`config.mk`:
```
export PLATFORM = sky130hd
export DESIGN_NAME = pp_gen_pipe
export DESIGN_NICKNAME = d
export VERILOG_FILES = /design/src/rtl/pp_gen_pkg.sv /design/src/rtl/pp_gen_pipe_matrix.sv /design/src/rtl/pp_gen_pipe.sv
export SDC_FILE = /design/constraint.sdc
export NUM_CORES = 1
export LEC_CHECK = 0
export BUFFER_PORTS_ARGS = -buffer_cell sky130_fd_sc_hd__buf_4
export CAP_MARGIN = 20
export CORE_ASPECT_RATIO = 0.75
export CORE_MARGIN = 1.5
export CORE_UTILIZATION = 45
export CTS_BUF_LIST = sky130_fd_sc_hd__clkbuf_8
export DETAILED_ROUTE_END_ITERATION = 10
export PLACE_DENSITY_LB_ADDON = 0.3
export SLEW_MARGIN = 20
export SYNTH_ARGS = -nofsm -noshare
export SYNTH_HDL_FRONTEND = slang
export SYNTH_SLANG_ARGS = --single-unit
```
`constraint.sdc`:
```
create_clock -name clk -period 4.1 [get_ports clk]
set_clock_uncertainty 0.1 [all_clocks]
set_input_delay 0.41 -clock clk [delete_from_list [all_inputs] [get_ports clk]]
set_output_delay 0.41 -clock clk [all_outputs]
set_load 0.01 [all_outputs]
```
`src/rtl/pp_gen_pkg.sv`:
```
// Shared types and helpers for the pipelined partial-product generator.
package pp_gen_pkg;

    localparam int unsigned CORR_MAX_W = 128;

    typedef enum logic [1:0] {
        ST_EMPTY = 2'd0,
        ST_ONE   = 2'd1,
        ST_FULL  = 2'd2
    } pp_state_e;

    // Baugh-Wooley correction: ones at weights 2^width and 2^(2*width-1).
    function automatic logic [CORR_MAX_W-1:0] bw_corr(input int unsigned width);
        return (CORR_MAX_W'(1'b1) << width) | (CORR_MAX_W'(1'b1) << (2 * width - 1));
    endfunction

endpackage

```
`src/rtl/pp_gen_pipe_matrix.sv`:
```
// Combinational partial-product matrix: plain AND array or Baugh-Wooley form.
module pp_matrix
    import pp_gen_pkg::*;
#(
    parameter int WIDTH     = 8,
    parameter bit SIGNED_EN = 1'b1
) (
    input  logic [WIDTH-1:0]            a_i,
    input  logic [WIDTH-1:0]            b_i,
    input  logic                        signed_i,
    output logic [WIDTH-1:0][WIDTH-1:0] pp_o,
    output logic [2*WIDTH-1:0]          corr_o
);

    localparam logic [CORR_MAX_W-1:0] CORR_FULL = bw_corr(WIDTH);
    localparam logic [2*WIDTH-1:0]    CORR_C    = CORR_FULL[2*WIDTH-1:0];

    logic signed_eff_s;

    assign signed_eff_s = SIGNED_EN ? signed_i : 1'b0;

    // Sign row/column terms are inverted except the sign*sign corner.
    always_comb begin
        pp_o = '0;
        for (int i = 0; i < WIDTH; i++) begin
            for (int j = 0; j < WIDTH; j++) begin
                pp_o[i][j] = (a_i[i] & b_i[j])
                           ^ (signed_eff_s & ((i == WIDTH - 1) ^ (j == WIDTH - 1)));
            end
        end
    end

    assign corr_o = signed_eff_s ? CORR_C : '0;

endmodule

```
`src/rtl/pp_gen_pipe.sv`:
```
// Partial-product generator with a two-entry skid buffer towards the reduction tree.
module pp_gen_pipe
    import pp_gen_pkg::*;
#(
    parameter int WIDTH     = 8,
    parameter bit SIGNED_EN = 1'b1
) (
    input  logic                        clk,
    input  logic                        rst,
    input  logic                        in_valid,
    output logic                        in_ready,
    input  logic [WIDTH-1:0]            in_a,
    input  logic [WIDTH-1:0]            in_b,
    input  logic                        in_signed,
    output logic                        out_valid,
    input  logic                        out_ready,
    output logic [WIDTH-1:0][WIDTH-1:0] out_pp,
    output logic [2*WIDTH-1:0]          out_corr
);

    pp_state_e                   state_q, state_d;
    logic [WIDTH-1:0][WIDTH-1:0] head_pp_q, head_pp_d, skid_pp_q, skid_pp_d;
    logic [2*WIDTH-1:0]          head_corr_q, head_corr_d, skid_corr_q, skid_corr_d;
    logic [WIDTH-1:0][WIDTH-1:0] new_pp_s;
    logic [2*WIDTH-1:0]          new_corr_s;
    logic                        accept_s;
    logic                        drain_s;

    pp_matrix #(
        .WIDTH    (WIDTH),
        .SIGNED_EN(SIGNED_EN)
    ) u_matrix (
        .a_i     (in_a),
        .b_i     (in_b),
        .signed_i(in_signed),
        .pp_o    (new_pp_s),
        .corr_o  (new_corr_s)
    );

    assign in_ready  = (state_q != ST_FULL);
    assign out_valid = (state_q != ST_EMPTY);
    assign accept_s  = in_valid & in_ready;
    assign drain_s   = out_valid & out_ready;
    assign out_pp    = head_pp_q;
    assign out_corr  = head_corr_q;

    // Buffer occupancy and head/skid data movement.
    always_comb begin
        state_d     = state_q;
        head_pp_d   = head_pp_q;
        head_corr_d = head_corr_q;
        skid_pp_d   = skid_pp_q;
        skid_corr_d = skid_corr_q;
        case (state_q)
            ST_EMPTY: begin
                if (accept_s) begin
                    head_pp_d   = new_pp_s;
                    head_corr_d = new_corr_s;
                    state_d     = ST_ONE;
                end else begin
                    state_d = ST_EMPTY;
                end
            end
            ST_ONE: begin
                if (accept_s && drain_s) begin
                    head_pp_d   = new_pp_s;
                    head_corr_d = new_corr_s;
                end else if (accept_s) begin
                    skid_pp_d   = new_pp_s;
                    skid_corr_d = new_corr_s;
                    state_d     = ST_FULL;
                end else if (drain_s) begin
                    state_d = ST_EMPTY;
                end else begin
                    state_d = ST_ONE;
                end
            end
            ST_FULL: begin
                if (drain_s) begin
                    head_pp_d   = skid_pp_q;
                    head_corr_d = skid_corr_q;
                    state_d     = ST_ONE;
                end else begin
                    state_d = ST_FULL;
                end
            end
            default: begin
                state_d = ST_EMPTY;
            end
        endcase
    end

    // State and entry registers; reset discards anything in flight.
    always_ff @(posedge clk or posedge rst) begin
        if (rst) begin
            state_q     <= ST_EMPTY;
            head_pp_q   <= '0;
            head_corr_q <= '0;
            skid_pp_q   <= '0;
            skid_corr_q <= '0;
        end else begin
            state_q     <= state_d;
            head_pp_q   <= head_pp_d;
            head_corr_q <= head_corr_d;
            skid_pp_q   <= skid_pp_d;
            skid_corr_q <= skid_corr_d;
        end
    end

endmodule

```
== Yosys cells after proc, flatten, opt, wreduce, memory -nomap -nowiden ==
Cells that the tools add are included.
Widths: inputs -> output; s select.

* Equal/unequal tests: 7
* Multiplexer cells: 15
* Bitwise operators: 81
* Reduce and logical (&&, ||, !) cells: 6

{| class="wikitable"
|+ Operator list
! kind !! count
|-
| $mux 64 || 3
|-
| $pmux 64 s3 || 1
|-
| $and 1x1->1 || 66
|-
| $mux 16 || 4
|-
| $pmux 16 s3 || 1
|-
| $xor 1x1->1 || 14
|-
| $ne 2x2->1 const B || 5
|-
| $mux 2 || 3
|-
| $pmux 2 s3 || 1
|-
| $reduce_and 4->1 || 1
|-
| $reduce_and 3->1 || 1
|-
| $reduce_bool 3->1 || 1
|-
| $eq 2x1->1 const B || 1
|-
| $eq 2x2->1 const B || 1
|-
| $logic_not 2->1 || 1
|-
| $mux 1 || 2
|-
| $reduce_bool 2->1 || 1
|-
| $logic_and 1x1->1 || 1
|-
| $not 1->1 || 1
|}

* Bits in registers: 162
* Input bits: 21
* Output and inout port bits: 82

== Longest topological paths before layout ==
* Depth after elaboration: 6
* Depth in mapped cells: 6

== By module ==
From an unflattened synthesis, not the netlist that was laid out.

* Cell total of the unflattened synthesis: 538
* Area total of the unflattened synthesis: 8421.8 um^2

{| class="wikitable"
|+ Modules (own cells, without submodules)
! module !! instances !! cells each !! area an instance (um^2) !! sequential area each (um^2)
|-
| pp_gen_pipe || 1 || 440 || 7773.7 || 4053.9
|-
| pp_matrix || 1 || 98 || 648.1 || 0.0
|}

== Least setup slack after synthesis ==
No wires, ideal clock.

* Kind: reg2reg
* From: register state_q[1]
* To: register head_corr_q[8] (netlist: out_corr[8])
* Setup time: 125 ps
* Data arrival time: 1419 ps
* Required time: 3875 ps
* Slack: 2456 ps
* Cell stages (with the launch flop): 7
* Buffers on the path: 3
* Cells stage by stage: dfrtp_1 buf_4 mux2i_2 o2bb2ai_2 buf_6 buf_6 mux2_4

* Word-level cells in the longest chain between the ends: 5
* Elaborated cells between the ends (all ways): 14
* Classes of those cells: 6 x eq/ne; 1 x mux; 2 x bitwise; 5 x reduce/logical

{| class="wikitable"
|+ Ends and longest elaborated chain
! item !! line !! RTL
|-
| start: declaration || pp_gen_pipe.sv:21 || <nowiki>pp_state_e state_q, state_d;</nowiki>
|-
| start signal: assignment || pp_gen_pipe.sv:102 || <nowiki>state_q <= state_d;</nowiki>
|-
| $ne 2x2->1 or $reduce_bool 2->1 (tied branches) || pp_gen_pipe.sv:40, pp_gen_pipe.sv:41 ||
|-
| $and 1x1->1, on equally long branches || pp_gen_pipe.sv:42, pp_gen_pipe.sv:43 ||
|-
| $logic_and 1x1->1 || pp_gen_pipe.sv:65 || <nowiki>if (accept_s && drain_s) begin</nowiki>
|-
| $ne 2x2->1 (no line) || n/a ||
|-
| $reduce_and 4->1 (no line) || n/a ||
|-
| end signal: assignment || pp_gen_pipe.sv:104 || <nowiki>head_corr_q <= head_corr_d;</nowiki>
|-
| end: declaration || pp_gen_pipe.sv:23 || <nowiki>logic [2*WIDTH-1:0] head_corr_q, head_corr_d, skid_corr_q, skid_corr_d;</nowiki>
|}

Several ways; a longest one is shown, not always the timed one.
A chain may end at the register's enable or synchronous reset.

== Final worst setup path ==
* From: register state_q[1]
* To: output in_ready

* Word-level cells in the longest chain between the ends: 1

{| class="wikitable"
|+ Ends and longest elaborated chain
! item !! line !! RTL
|-
| $ne 2x2->1 || pp_gen_pipe.sv:40 || <nowiki>assign in_ready = (state_q != ST_FULL);</nowiki>
|-
| end: declaration || pp_gen_pipe.sv:11 || <nowiki>output logic in_ready,</nowiki>
|}

No other way between the ends.

==> impl_results.md <==
- Share of layout cells above drive strength 1: 0.305
- Skew-Pair Late Insertion Delay: 450 ps
- P_leak: 0.00360 uW
- Final Critical Period: 3050 ps
- Wirelength, routed: 16000 um
- Placed Instances: 854
- Syn. warnings: 0
- Critical R2R Capture: out_corr[8]
- Post-synth EDFFs: 0
- Root buffer cell: clkbuf_8
- Crit path DAT: 2540 ps
- Reg power frac: 0.464
- RD Place Congestion: 0.769
- Tcrit/Tclk final: 0.745
- Final Hold Viols: 0
- # DRC: 0
- Placed Instance Area: 0.00727 sq mm
- Post-CTS Repair Setup Buffers: 0
- # IOs: 103
- Maximum Capacitance Violations: 0
- Clock Sinks: 132
- Synth-to-layout area growth: 15.6%
- Final-report max-slew violation count: 0
- P per Cell Area: 537 mW/mm^2
- Sw frac: 0.300
- Clock share of power: 0.271
- Post-CTS sizing: 0
- Final hold slack: 2.47 ps
- Fmax: 327 MHz
- Startpoint types: register
- Cell count after synthesis: 624
- Setup TNS: 0 ps
- Netlist Area Pre-Place: 0.00662 sq mm
- Row cnt: 38
- Core footprint: 0.0144 sq mm
- Total global routing overflow: 0
- Actual slew at the worst max-slew pin: 1000 ps
- Register area share after synthesis: 0.499
- Max_slew headroom: 0.331
- CTS tree: yes
- Global-route usage over all layers: 0.217
- Antenna-violating nets left: 0
- Setup crit end kind: primary output
- Reg clk slew, reported paths: 70 ps
- Drt wl/cell: 18.1 um
- Critical path fanouts, max: 35
- CP max-delay cell: dfrtp_2
- Starting density of the core: 0.460
- Number of distinct library cells after synthesis: 27
- Setup violations, final: 0
- Die height: 108 um
- Clk buf depth: 2
- Initial antenna violation count: 0
- Design Area, Final: 0.00766 sq mm
- Detailed Place HPWL: 9810 um
- Die area: 0.0155 sq mm
- DRT iter0 DRCs: 382
- Most frequent cells in the layout: 130 x dfrtp_1, 100 x nand2_1, 100 x o21ai_0, 93 x buf_4, 64 x nand3b_1
- Status: completed
- Logic pwr share: 0.265
- Hold_buf cts: 0
- M2 GR Usage: 0.328
- HP Class: in -> async
- Peak VDD IR: 230 uV
- Req. time, crit path: 3590 ps
- Port-buffer cells: 88
- Gr busiest metal: met2
- H-tree levels: 4
- Vias/cell: 5.48
- Synthesized flop and latch total: 132
- Routing usage on met1: 0.299
- Nets@finish: 694
- TritonCTS Buffers: 17
- First-pass GRT wire length: 25600 um
- Diodes inserted: 0
- Largest net degree at the start of global routing: 112
- Internal power consumption: 2880 uW
- Post-Route Utilization: 0.532
- Unrepaired setup endpoints after global routing: false
- Critical setup path kind: reg -> out
- R2r worst-path depth: 4
- DR pass1 iterations: 5
- CP peak stage delay: 770 ps
- Top_reg_cell synth: dfrtp_1
- Layout Cells excl Fill: 883
- M3 GR Usage: 0.0562
- Worst path cell trace: nor2b_4 > inv_1 > buf_4
- Switching pwr: 1230 uW
- Vias: 4843
- Synth async-reset ratio: 1.00
- Mean Syn Cell Area: 10.6 sq um
- Vias in the first global route: 4836
- Most common cell after layout, fill and taps aside: dfrtp_1
- Worst flop-to-flop path startpoint: state_q[1]
- Worst R2R Setup Slack: 1420 ps
- Width of the die: 143 um
[cell type report]
cell class | count | area [sq um]
fillers | 1262 | 6750
flip-flops and latches | 132 | 3310
multi-input cells | 426 | 2980
repair buffers | 94 | 718
clock buffers | 20 | 275
well taps | 200 | 250
clock inverters | 9 | 115
inverters | 2 | 10.0
[metal layers]
| layer | share of wire | wire length, um |
|---|---|---|
| met4 | 0.015 | 240 |
| met3 | 0.066 | 1060 |
| met1 | 0.46 | 7380 |
| met5 | 0 | 0 |
| met2 | 0.46 | 7270 |
[per-stage QoR]
step	setup slack, ps	power (uW)
6_report	1050	4110
5_1_grt	882	4330
4_1_cts	925	4140
3_5_place_dp	1270	3020
3_3_place_gp	1330	2970
2_1_floorplan	64.0	2580
[cells by family after synthesis]
kind of cell | Yosys count | share of synthesized area
other | 1 | 0.000566
muxes | 68 | 0.144
DFF | 132 | 0.499
AOI/OAI and AO/OA | 160 | 0.141
and+or+nand+nor | 184 | 0.152
buffers and inverters | 79 | 0.0629
[worst max-delay path: cells and delay by family (launching register included)]
kind / cells / cell delay (ps)
flops: 1 / 770
buf+inv: 2 / 720
simple gates: 1 / 610
[Yosys cell counts, types with 6 or more instances]
| cell | number | share of area |
|---|---|---|
| a31oi_1 | 14 | 0.013 |
| clkbuf_1 | 38 | 0.022 |
| a21o_1 | 14 | 0.016 |
| mux2_2 | 17 | 0.029 |
| nand3b_1 | 64 | 0.073 |
| mux2_4 | 50 | 0.11 |
| buf_6 | 6 | 0.010 |
| dfrtp_1 | 132 | 0.50 |
| nor3b_1 | 15 | 0.017 |
| buf_4 | 17 | 0.019 |
| buf_2 | 8 | 0.0060 |
| buf_1 | 7 | 0.0040 |
| nand2_1 | 100 | 0.057 |
| o21ai_0 | 100 | 0.076 |
| a21bo_2 | 14 | 0.021 |
| a21oi_1 | 16 | 0.012 |
[how the worst max path moves through the flow]
stage / startpoint / end / slack, ps / cells past startpoint
5_1_grt: state_q[1] / in_ready / 880 / 3
3_3_place_gp: state_q[0] / out_corr[8] / 1330 / 4
6_report: state_q[1] / in_ready / 1050 / 3
4_1_cts: state_q[0] / in_ready / 930 / 3
3_5_place_dp: state_q[0] / out_corr[8] / 1270 / 4
2_1_floorplan: rst / out_corr[8] / 60 / 1
[registers in the layout (all words and copies together) (netlist names)]
register	cells
out_pp	64
skid_pp_q	64
state_q	2
out_corr	1
skid_corr_q	1
[power groups by stage]
stage                     logic, uW  clock network [uW]  registers [uW]
after global routing           1190                1200            1950
final                          1090                1120            1910
after global placement         1060                   0            1900
after CTS                      1100                1140            1900
after floorplan                 688                   0            1890
after detailed placement       1100                   0            1920
No activity file was read; power rests on OpenSTA's default activity.
